<file path="config.mk">
export PLATFORM = sky130hd
export DESIGN_NAME = loadblock
export DESIGN_NICKNAME = d
export VERILOG_FILES = /design/src/rtl/loadblock.sv
export SDC_FILE = /design/constraint.sdc
export NUM_CORES = 1
export LEC_CHECK = 0
export BUFFER_PORTS_ARGS = -buffer_cell sky130_fd_sc_hd__buf_4
export CORE_ASPECT_RATIO = 0.75
export CORE_MARGIN = 3
export CORE_UTILIZATION = 55
export DETAILED_ROUTE_END_ITERATION = 16
export PLACE_DENSITY = 0.84
export SKIP_LAST_GASP = 1
export SLEW_MARGIN = 10
export SYNTH_ARGS = -nofsm -noshare
export SYNTH_HDL_FRONTEND = slang
export SYNTH_SLANG_ARGS = --single-unit
export TNS_END_PERCENT = 20
</file>
<file path="constraint.sdc">
create_clock -name clk -period 2.7 [get_ports clk]
set_input_delay 0.405 -clock clk [delete_from_list [all_inputs] [get_ports clk]]
set_output_delay 0.405 -clock clk [all_outputs]
set_load 0.005 [all_outputs]
</file>
<file path="src/rtl/loadblock.sv">
// Load alignment unit: issues the BRAM word read(s) for a load, then extracts
// and sign/zero-extends the addressed byte, halfword or word.
module loadblock #(
    parameter int unsigned DM_ADDR_W = 10
) (
    input  logic                 clk,
    input  logic                 nrst,
    input  logic                 is_ltype,
    input  logic [31:0]          addr,
    input  logic [2:0]           load_select,
    input  logic [31:0]          dm_rdata,
    output logic [DM_ADDR_W-1:0] dm_addr,
    output logic                 ld_stall,
    output logic                 ld_valid,
    output logic [31:0]          ld_data
);

    typedef enum logic [1:0] {
        IDLE  = 2'd0,
        WAIT1 = 2'd1,
        WAIT2 = 2'd2
    } state_t;

    state_t                 state;
    state_t                 state_nxt;
    logic [1:0]             cap_off;
    logic [2:0]             cap_sel;
    logic [DM_ADDR_W-1:0]   cap_word;
    logic [DM_ADDR_W-1:0]   dm_addr_q;
    logic [31:0]            hold;

    logic                   cross_c;
    logic                   open_c;
    logic                   accept_c;
    logic                   complete_c;
    logic [63:0]            pair_c;
    logic [63:0]            shifted_c;
    logic [31:0]            word_c;
    logic [31:0]            result_c;
    logic                   unused_addr_c;

    // Address bits above the memory size do not select anything.
    assign unused_addr_c = ^addr[31:DM_ADDR_W+2];

    // Crossing classification of the captured load; unused funct3 codes act as lw.
    always_comb begin
        cross_c = 1'b0;
        case (cap_sel)
            3'b000, 3'b100: cross_c = 1'b0;
            3'b001, 3'b101: cross_c = (cap_off == 2'd3);
            default:        cross_c = (cap_off != 2'd0);
        endcase
    end

    assign open_c   = (state == IDLE) || ((state == WAIT1) && !cross_c);
    assign accept_c = is_ltype && open_c;

    // State register
    always_ff @(posedge clk or negedge nrst) begin
        if (!nrst) begin
            state <= IDLE;
        end else begin
            state <= state_nxt;
        end
    end

    // Next-state logic
    always_comb begin
        state_nxt = state;
        case (state)
            IDLE: begin
                if (accept_c) state_nxt = WAIT1;
            end
            WAIT1: begin
                if (cross_c)       state_nxt = WAIT2;
                else if (accept_c) state_nxt = WAIT1;
                else               state_nxt = IDLE;
            end
            WAIT2:   state_nxt = IDLE;
            default: state_nxt = IDLE;
        endcase
    end

    // Output logic: BRAM address, stall, and the aligned/extended result.
    always_comb begin
        dm_addr    = dm_addr_q;
        ld_stall   = 1'b0;
        complete_c = 1'b0;
        pair_c     = {dm_rdata, dm_rdata};
        shifted_c  = '0;
        word_c     = '0;
        result_c   = '0;

        if (!nrst) begin
            dm_addr = '0;
        end else if (open_c) begin
            dm_addr = addr[DM_ADDR_W+1:2];
        end else if (state == WAIT1) begin
            dm_addr = cap_word + DM_ADDR_W'(1);
        end

        ld_stall   = ((state == WAIT1) && cross_c) || (state == WAIT2);
        complete_c = ((state == WAIT1) && !cross_c) || (state == WAIT2);

        // A non-crossing load rotates within one word; a crossing one spans hold:rdata.
        if (state == WAIT2) pair_c = {dm_rdata, hold};
        shifted_c = pair_c >> {cap_off, 3'b000};
        word_c    = shifted_c[31:0];

        case (cap_sel)
            3'b000:  result_c = {{24{word_c[7]}}, word_c[7:0]};
            3'b100:  result_c = {24'd0, word_c[7:0]};
            3'b001:  result_c = {{16{word_c[15]}}, word_c[15:0]};
            3'b101:  result_c = {16'd0, word_c[15:0]};
            default: result_c = word_c;
        endcase
    end

    // Captured request fields, hold register and registered result.
    always_ff @(posedge clk or negedge nrst) begin
        if (!nrst) begin
            cap_off   <= '0;
            cap_sel   <= '0;
            cap_word  <= '0;
            hold      <= '0;
            dm_addr_q <= '0;
            ld_valid  <= 1'b0;
            ld_data   <= '0;
        end else begin
            dm_addr_q <= dm_addr;
            ld_valid  <= complete_c;
            if (accept_c) begin
                cap_off  <= addr[1:0];
                cap_sel  <= load_select;
                cap_word <= addr[DM_ADDR_W+1:2];
            end
            if ((state == WAIT1) && cross_c) hold <= dm_rdata;
            if (complete_c) ld_data <= result_c;
        end
    end

endmodule
</file>
Word-level counts from Yosys, hierarchy flattened:

Cells that the tools add are included.

* bits in registers: 92
* input bits: 70
* output and inout bits: 44
* word-level logic and storage cells: 39

* add/subtract/negate cells: 1
* equal/unequal tests: 7
* shift-type cells: 1
* mux-type cells: 10
* reductions and logical operators: 12

Operators with widths (count)
* case mux 32 bit (4 select lines): 1
* >> shifter 64 x 5 -> 32 bit: 1
* two-way mux 32 bit: 1
* two-way mux 10 bit: 3
* adder 10 x 1 -> 10 bit, second input constant: 1
* == test 3 bit, second input constant: 2
* == test 2 bit, second input constant: 2
* two-way mux 2 bit: 2
* case mux 2 bit (2 select lines): 1
* OR reduction 2 bit: 2
* == test 3 x 1 -> 1 bit, second input constant: 1
* logical AND 1 bit: 3
* logical NOT 3 bit: 1
* logical OR 1 bit: 3
* == test 2 x 1 -> 1 bit, second input constant: 1
* logical NOT 2 bit: 1
* != test 2 bit, second input constant: 1
* case mux 1 bit (2 select lines): 1
* nonzero test 2 bit: 1
* logical NOT 1 bit: 1
* two-way mux 1 bit: 1

Depth between registers and ports, before layout:

Gate-level depths: netlist of the first run.

* depth after elaboration: 10
* gate-level depth with buffers: 8
* depth with buffers taken out: 6

Least setup slack after synthesis of the first run:

No wires, ideal clock.

* kind: register to register
* start: reg cap_off[0]
* end: reg cap_off[0]
* setup time: 0.125 ns
* arrival: 1.886 ns
* data required time: 2.575 ns
* setup slack: 0.689 ns
* stages on the path, launching flop included: 9
* path through: dfrtp_1 -> buf_2 -> inv_2 -> o21ai_1 -> a21oi_2 -> and2_1 -> buf_2 -> buf_4 -> mux2_2

* longest elaborated chain between the ends: 6
* elaborated cells between the ends (all ways): 7
* classes of those cells: 1 x eq/ne; 1 x mux; 5 x reduce/logical

Ends and longest elaborated chain
* start: declaration: RTL line 26 `logic [1:0] cap_off;`
* start signal: assignment: RTL line 133 `cap_off <= addr[1:0];`
* == test 2 bit or nonzero test 2 bit (tied branches): RTL line 50, 51
* case mux 1 bit (2 select lines) (*): RTL line 48 `case (cap_sel)`
* logical NOT 1 bit (*): RTL line 55 `assign open_c = (state == IDLE) || ((state == WAIT1) && !cross_c);`
* logical AND 1 bit (*): RTL line 55
* logical OR 1 bit (*): RTL line 55
* logical AND 1 bit (*): RTL line 56 `assign accept_c = is_ltype && open_c;`

Every way passes the cells marked *; elsewhere a longest branch is shown, timed or not.
A chain may end at the register's enable or synchronous reset.

Worst setup path in the final report of the first run:

* start: reg cap_word[2]
* end: out dm_addr[9]

* longest elaborated chain between the ends: 4

Ends and longest elaborated chain
* start: declaration: RTL line 28 `logic [DM_ADDR_W-1:0] cap_word;`
* start signal: assignment: RTL line 135 `cap_word <= addr[DM_ADDR_W+1:2];`
* adder 10 x 1 -> 10 bit: RTL line 99 `dm_addr = cap_word + DM_ADDR_W'(1);`
* two-way mux 10 bit: RTL line 98 `end else if (state == WAIT1) begin`
* two-way mux 10 bit: RTL line 96 `end else if (open_c) begin`
* two-way mux 10 bit: RTL line 94 `if (!nrst) begin`
* end: declaration: RTL line 12 `output logic [DM_ADDR_W-1:0] dm_addr,`

Every way passes these cells.

==> impl_results.md, run 1 <==
* Outcome: complete, no violations
* Post-synthesis sequential area ratio at 0.449
* Die area at between 10000 and 15000 um2
* # IOs at approximately 110
* Worst Setup Start Kind: flop
* Grt met2 use at 0.408
* Met1 Resource Use GR at 0.363
* F_max at roughly 380 MHz
* Root buffer cell: clkbuf_16
* Util after Layout at 0.719
* Critical path data arrival time at roughly 2.2 ns
* Count of input and output buffers at 93
* Worst-case clock buffer depth at 2
* Die width at 117 um
* Netlist Area Pre-Place at slightly above 5000 um2
* Synthesized instance count at ~450
* Syn_area_per_cell at 11.4 um2
* PwrDens at between 1000 and 1500 nW/um2
* Worst-Skew Late Latency at ~0.34 ns
* Initial antenna violation count at 0
* Clock sink total at 92
* Global-route track usage on met3 at 0.0858
* GRT Max-Usage Layer: met2
* Primary FF master, synth: dfrtp_1
* Tmin final at around 2.6 ns
* Cell variety after synth at 46
* Worst Setup End Kind: output pin
* Min-Delay Endpoint: cap_sel[0]
* R2r setup slk at about 0.30 ns
* Row count at 29
* Worst slew pin tran at 0.714 ns
* Lkg Pwr at 2.73 nW
* Final Max Slew Viols at 0
* Reg-to-Reg End: ld_data[20]
* ANT cells at 0
* Initial core utilization at 0.586
* Layout Skew at a little over 0.007 ns
* Syn nets at between 500 and 600
* Peak supply drop at between 600 and 700 uV
* Pre-CTS setup slack at around 0.34 ns
* Layout fillers at 591
* Layout area overhead at 22.8%
* RePlAce Congestion at around 0.93
* Fin Setup TNS at 0 ns
* Die Y-Extent at between 80 and 90 um
* Crit path max fanout at 6
* Largest net degree at the start of global routing at 56
* DP Wirelength at approximately 9600 um
* Final Cycle Share at 0.969
* Asr flop ratio synth at 1.00
* Fin. Hold Viols at 0
* Global-route wire length before repair at roughly 21000 um
* First-pass iteration count of the detailed router at 5
* Worst hold margin at roughly 0.30 ns
* Synth Register Bits at 92
* Yosys warns at 0
* Vias in the first global route at roughly 4.0k
* Number of max-cap violations at 0
* Final net count at about 600
* R2r worst-path depth at 6
* Iter 0 DRT Violations at roughly 360
* H-tree lvl count at 3
* # setup viols final at 0
* Share of cells above drive strength 1 at 0.404
* WS Path Type: flop to output pin
* Hold_sp: load_select[0]
* Drt drc at 0
* Total GRT Usage at 0.261
* R2R Path Start: cap_off[1]
* WL per Instance at about 20 um
* Commonest non-fill, non-tap cell in the layout: buf_4
* Commonest non-fill, non-tap cells in the layout: 109 x buf_4, 91 x dfrtp_1, 55 x nand2_1
* CTS tree: done
* Slew HR at 0.524
* Total number of vias at ~4k
* Antenna viol nets, final at 0
* Hold Path Stages at 2
* Worst endpoint required time at ~2.3 ns
* Core Box Area at 8740 um2
* HP Class: input pin to flop
* DR vias/cell at between 6 and 7
* EDFF count, synth at 0
* Num CTS Buffers at 9
* Gr ovfl total at 0
* Routed wire length at 13200 um
* Setup ws final at 0.0830 ns
* Post-CTS Setup Bufs at 0
* Clk slew on worst S/H paths at 0.06 ns
* Unrepaired setup endpoints after global routing: false
[per-stage QoR]
step                power [mW]  cell area (um2)  cells
floorplan                 5.43             5120    448
global placement          6.63             5950    646
detailed placement        6.85             5950    646
CTS                       8.28             6290    663
global route              8.80             6290    663
finish                    8.29             6290    663
[per-layer routing]
| layer | share of wire | vias up |
|---|---|---|
| met5 | 0 | - |
| met4 | 0.015 | 0 |
| met3 | 0.091 | 23 |
| met2 | 0.45 | 184 |
| met1 | 0.44 | 2056 |
| li1 | - | 1823 |
[registers in the layout (all words and copies together) (netlist names)]
register,flops
cap_off,2
cap_sel,3
cap_word,10
dm_addr_q,10
hold,32
ld_data,32
ld_valid,1
state,2
[worst max-delay path, cell delays in order (launching register included)]
cell and delay [ns]:
dfrtp_1 0.44, and4_1 0.30, nand4_1 0.19, or4_1 0.50, a31oi_1 0.27, buf_4 0.16
[cells by family after synthesis]
group,after synthesis,synth area share
AOI/OAI and AO/OA,85,0.126
xor gates and xnor gates,7,0.0120
adders and majority gates,1,0.00244
buffers and inverters,39,0.0371
DFF,92,0.449
muxes,105,0.273
and+or+nand+nor,119,0.100
[repair_timing]
action | CTS | global route
resized for setup | 1 | 1
setup endpoints to repair | 4 | 8
hold buffers | 1 | 0
endpoints found under the hold margin | 7 | 0
pin swaps | 0 | 0
[worst max-delay path by stage]
stage,from,end,slack (ns),cells past startpoint
4_1_cts,cap_sel[0],dm_addr[1],0.10,6
3_5_place_dp,cap_sel[0],dm_addr[1],0.34,6
6_report,cap_word[2],dm_addr[9],0.08,5
2_1_floorplan,cap_off[0],cap_off[0],0.69,8
5_1_grt,cap_sel[0],dm_addr[3],0.01,6
3_3_place_gp,cap_sel[0],dm_addr[1],0.44,6
[cells in the mapped netlist (4+ instances only)]
cell / count / area, um2
o211ai_1: 22 / 165
buf_2: 17 / 85.1
mux2_2: 48 / 541
nand2_1: 55 / 206
clkbuf_1: 13 / 48.8
nand3_1: 6 / 30.0
nand4_1: 4 / 25.0
nor2_1: 38 / 143
a31oi_2: 10 / 125
mux2i_1: 33 / 330
o22ai_1: 8 / 50.1
a21oi_1: 8 / 40.0
a31oi_1: 14 / 87.6
dfrtp_1: 92 / 2300
mux4_2: 23 / 518
xnor2_1: 4 / 35.0
nand2b_1: 4 / 25.0
o21ai_0: 12 / 60.1
[final cells by class]
cell class / instances / area [um2] / share of cell area
repair buffers: 111 / 848 / 0.135
clock inverters: 6 / 86.3 / 0.0137
multi-input cells: 317 / 2650 / 0.421
inverters: 3 / 11.3 / 0.00179
clock buffers: 10 / 239 / 0.0380
well taps: 124 / 155 / 0.0247
flip-flops and latches: 92 / 2300 / 0.366
[power by group]
part	internal (mW)	total (mW)	switching [mW]
clock	0.836	1.37	0.534
combinational	2.09	4.30	2.21
sequential	2.10	2.62	0.523
total	5.03	8.29	3.26
Power figures use the tool's default switching activity.
==> run 2, diff against run 1 <==
- CORE_UTILIZATION: 55 -> 56
- CTS_BUF_LIST: not set -> sky130_fd_sc_hd__clkbuf_2
- PLACE_DENSITY: 0.84 -> 0.85
==> impl_results.md, run 2 (synthesis results as in run 1) <==
* Outcome: complete, no violations (unchanged)
* Bufs and invs on worst path at 1 (unchanged)
* Num CTS Buffers at 9 (unchanged)
* Final Cycle Share at 0.981 (was 0.969)
* Vias in the first global route at 3885 (was 4025)
* Unrepaired setup endpoints after global routing: true (was false)
* Worst Setup Start Kind: flop (unchanged)
* Largest stage delay on the critical path at 0.48 ns (was 0.50 ns)
* WS Path Type: flop to output pin (unchanged)
* ANT cells at 0 (unchanged)
* Total GRT Usage at 0.256 (was 0.261)
* Drt drc at 0 (unchanged)
* Worst-Skew Late Latency at 0.58 ns (was 0.34 ns)
* First-pass iteration count of the detailed router at 5 (unchanged)
* Fin Setup TNS at 0 ns (unchanged)
* Peak supply drop at 534 uV (was 616 uV)
* R2r setup slk at 0.25 ns (was 0.30 ns)
* Crit path max fanout at 10 (was 6)
* H-tree lvl count at 3 (unchanged)
* Global-route wire length before repair at 20200 um (was 21200 um)
* Iter 0 DRT Violations at 403 (was 361)
* Critical path's most frequent cell: a21oi_1
* Fin. Hold Viols at 0 (unchanged)
* Slowest CP cell: dfrtp_1 (was or4_1)
* Worst endpoint required time at 2.30 ns (about the same)
* Number of max-cap violations at 0 (unchanged)
* Tmin final at 2.65 ns (was 2.62 ns)
* Worst slew pin tran at 0.661 ns (was 0.714 ns)
* Lkg Pwr at 2.72 nW (was 2.73 nW)
* Reg-to-Reg End: ld_data[21] (was ld_data[20])
* R2r worst-path depth at 7 (was 6)
* Layout area overhead at 21.6% (was 22.8%)
* Final Max Slew Viols at 0 (unchanged)
* Slew HR at 0.559 (was 0.524)
* Core Box Area at 8670 um2 (was 8740 um2)
* HP Class: input pin to flop (unchanged)
* Clock sink total at 92 (unchanged)
* Initial antenna violation count at 0 (unchanged)
* Total number of vias at 4071 (was 4086)
* R2R Path Start: state[1] (was cap_off[1])
* Row count at 29 (unchanged)
* Root buffer cell: clkbuf_2 (was clkbuf_16)
* RePlAce Congestion at 0.882 (was 0.925)
* Clk slew on worst S/H paths at 0.26 ns (was 0.06 ns)
* F_max at 378 MHz (was 382 MHz)
* Worst-path cell chain: a21oi_1, o21ai_4, a21oi_4, nand2_1, a21oi_1, buf_4 (was and4_1, nand4_1, or4_1, a31oi_1, buf_4)
* Die width at 116 um (was 117 um)
* Commonest non-fill, non-tap cell in the layout: buf_4 (unchanged)
* Count of input and output buffers at 93 (unchanged)
* Util after Layout at 0.719 (about the same)
* Critical path data arrival time at 2.24 ns (was 2.21 ns)
* Worst-case clock buffer depth at 2 (unchanged)
* Die Y-Extent at 88.8 um (was 89.6 um)
* Total stage count of the critical path at 6 (was 5)
* CTS tree: done (unchanged)
* # IOs at 114 (unchanged)
* Antenna viol nets, final at 0 (unchanged)
* Initial core utilization at 0.591 (was 0.586)
* Worst Setup End Kind: output pin (unchanged)
* Layout fillers at 581 (was 591)
* Layout Skew at 0.0388 ns (was 0.00705 ns)
* WL per Instance at 19.4 um (was 19.9 um)
* Commonest non-fill, non-tap cells in the layout: 117 x buf_4, 88 x dfrtp_1, 55 x nand2_1 (was 109 x buf_4, 91 x dfrtp_1, 55 x nand2_1)
* Crit path capture: dm_addr[4] (was dm_addr[9])
* Share of cells above drive strength 1 at 0.426 (was 0.404)
* DP Wirelength at 9230 um (was 9560 um)
* DR vias/cell at 6.22 (was 6.16)
* # setup viols final at 0 (unchanged)
* Routed wire length at 12700 um (was 13200 um)
* CP Launch Point: cap_sel[1] (was cap_word[2])
* Regs by FF count: hold (32), ld_data (32) (unchanged)
* Gr ovfl total at 0 (unchanged)
* Crit path max-delay family: compound AO/OA/AOI/OAI gates (was simple AND/OR/NAND/NOR gates)
* Die area at 10300 um2 (was 10500 um2)
* Largest net degree at the start of global routing at 52 (was 56)
* PwrDens at 1280 nW/um2 (was 1320 nW/um2)
* Final net count at 613 (was 605)
==> run 2: changes by cell type in the layout (fill, tap and decap cells not counted), moves of 2 or more <==
| cell | before | now |
|---|---|---|
| dfrtp_2 | 1 | 4 |
| clkbuf_16 | 9 | 0 |
| dfrtp_1 | 91 | 88 |
| buf_4 | 109 | 117 |
| bufinv_16 | 2 | 4 |
| clkinv_2 | 2 | 0 |
| clkbuf_2 | 0 | 9 |
==> run 2: power breakdown <==
group | switching (mW) | total [mW] | internal (mW)
Combinational | 2.23 | 4.39 | 2.16
Clock | 0.489 | 0.986 | 0.497
Sequential | 0.484 | 2.57 | 2.09
==> run 2: layer usage <==
layer,global-route usage,wire [um]
met5,0,0
met4,0.0664,216
met3,0.0451,997
met2,0.387,5780
met1,0.387,5730
==> run 2: layout make-up <==
class | instances | area, um2 | share of cell area
Multi-Input combinational cell | 317 | 2690 | 0.432
Clock buffer | 9 | 45.0 | 0.00723
Clock inverter | 7 | 145 | 0.0233
Tap cell | 108 | 135 | 0.0217
Inverter | 3 | 11.3 | 0.00181
Sequential cell | 92 | 2310 | 0.370
Timing Repair Buffer | 119 | 898 | 0.144
==> run 2: worst min path at each step <==
stage	startpoint	end	slack [ns]	depth (start not counted)
floorplan	nrst	cap_off[0]	0.11	0
global placement	nrst	dm_addr_q[6]	0.23	1
detailed placement	nrst	cap_word[6]	0.23	1
CTS	addr[3]	cap_word[1]	0.03	2
global route	addr[3]	cap_word[1]	0.005	2
finish	addr[3]	cap_word[1]	0.04	2
==> run 2: timing repair <==
action / 4_1_cts / 5_1_grt
hold buffers: 1 / 1
setup endpoints to repair: 11 / 7
pin swaps: 1 / 3
cloned: 0 / 0
endpoints found under the hold margin: 53 / 1
gates resized for setup: 9 / 5
setup buffers: 5 / 3
==> run 2: worst reg2reg max path, delay by kind of cell (launching register included) <==
kind                   cells  cell delay (ns)
AO/OA/AOI/OAI              3             0.88
buffers and inverters      2             0.45
flip-flops                 1             0.50
multiplexers               1             0.34
AND/OR/NAND/NOR            1             0.18
==> run 2: per-stage QoR <==
step                total power [mW]  hold slack (ns)  setup WS, ns  cells  cell area [um2]
floorplan                       5.43            0.109         0.689    448             5120
global placement                6.56            0.230         0.416    629             5910
detailed placement              6.77            0.228         0.313    629             5910
CTS                             7.87           0.0256       -0.0268    651             6180
global route                    8.48          0.00486       -0.0632    655             6230
finish                          7.95           0.0443        0.0523    655             6230
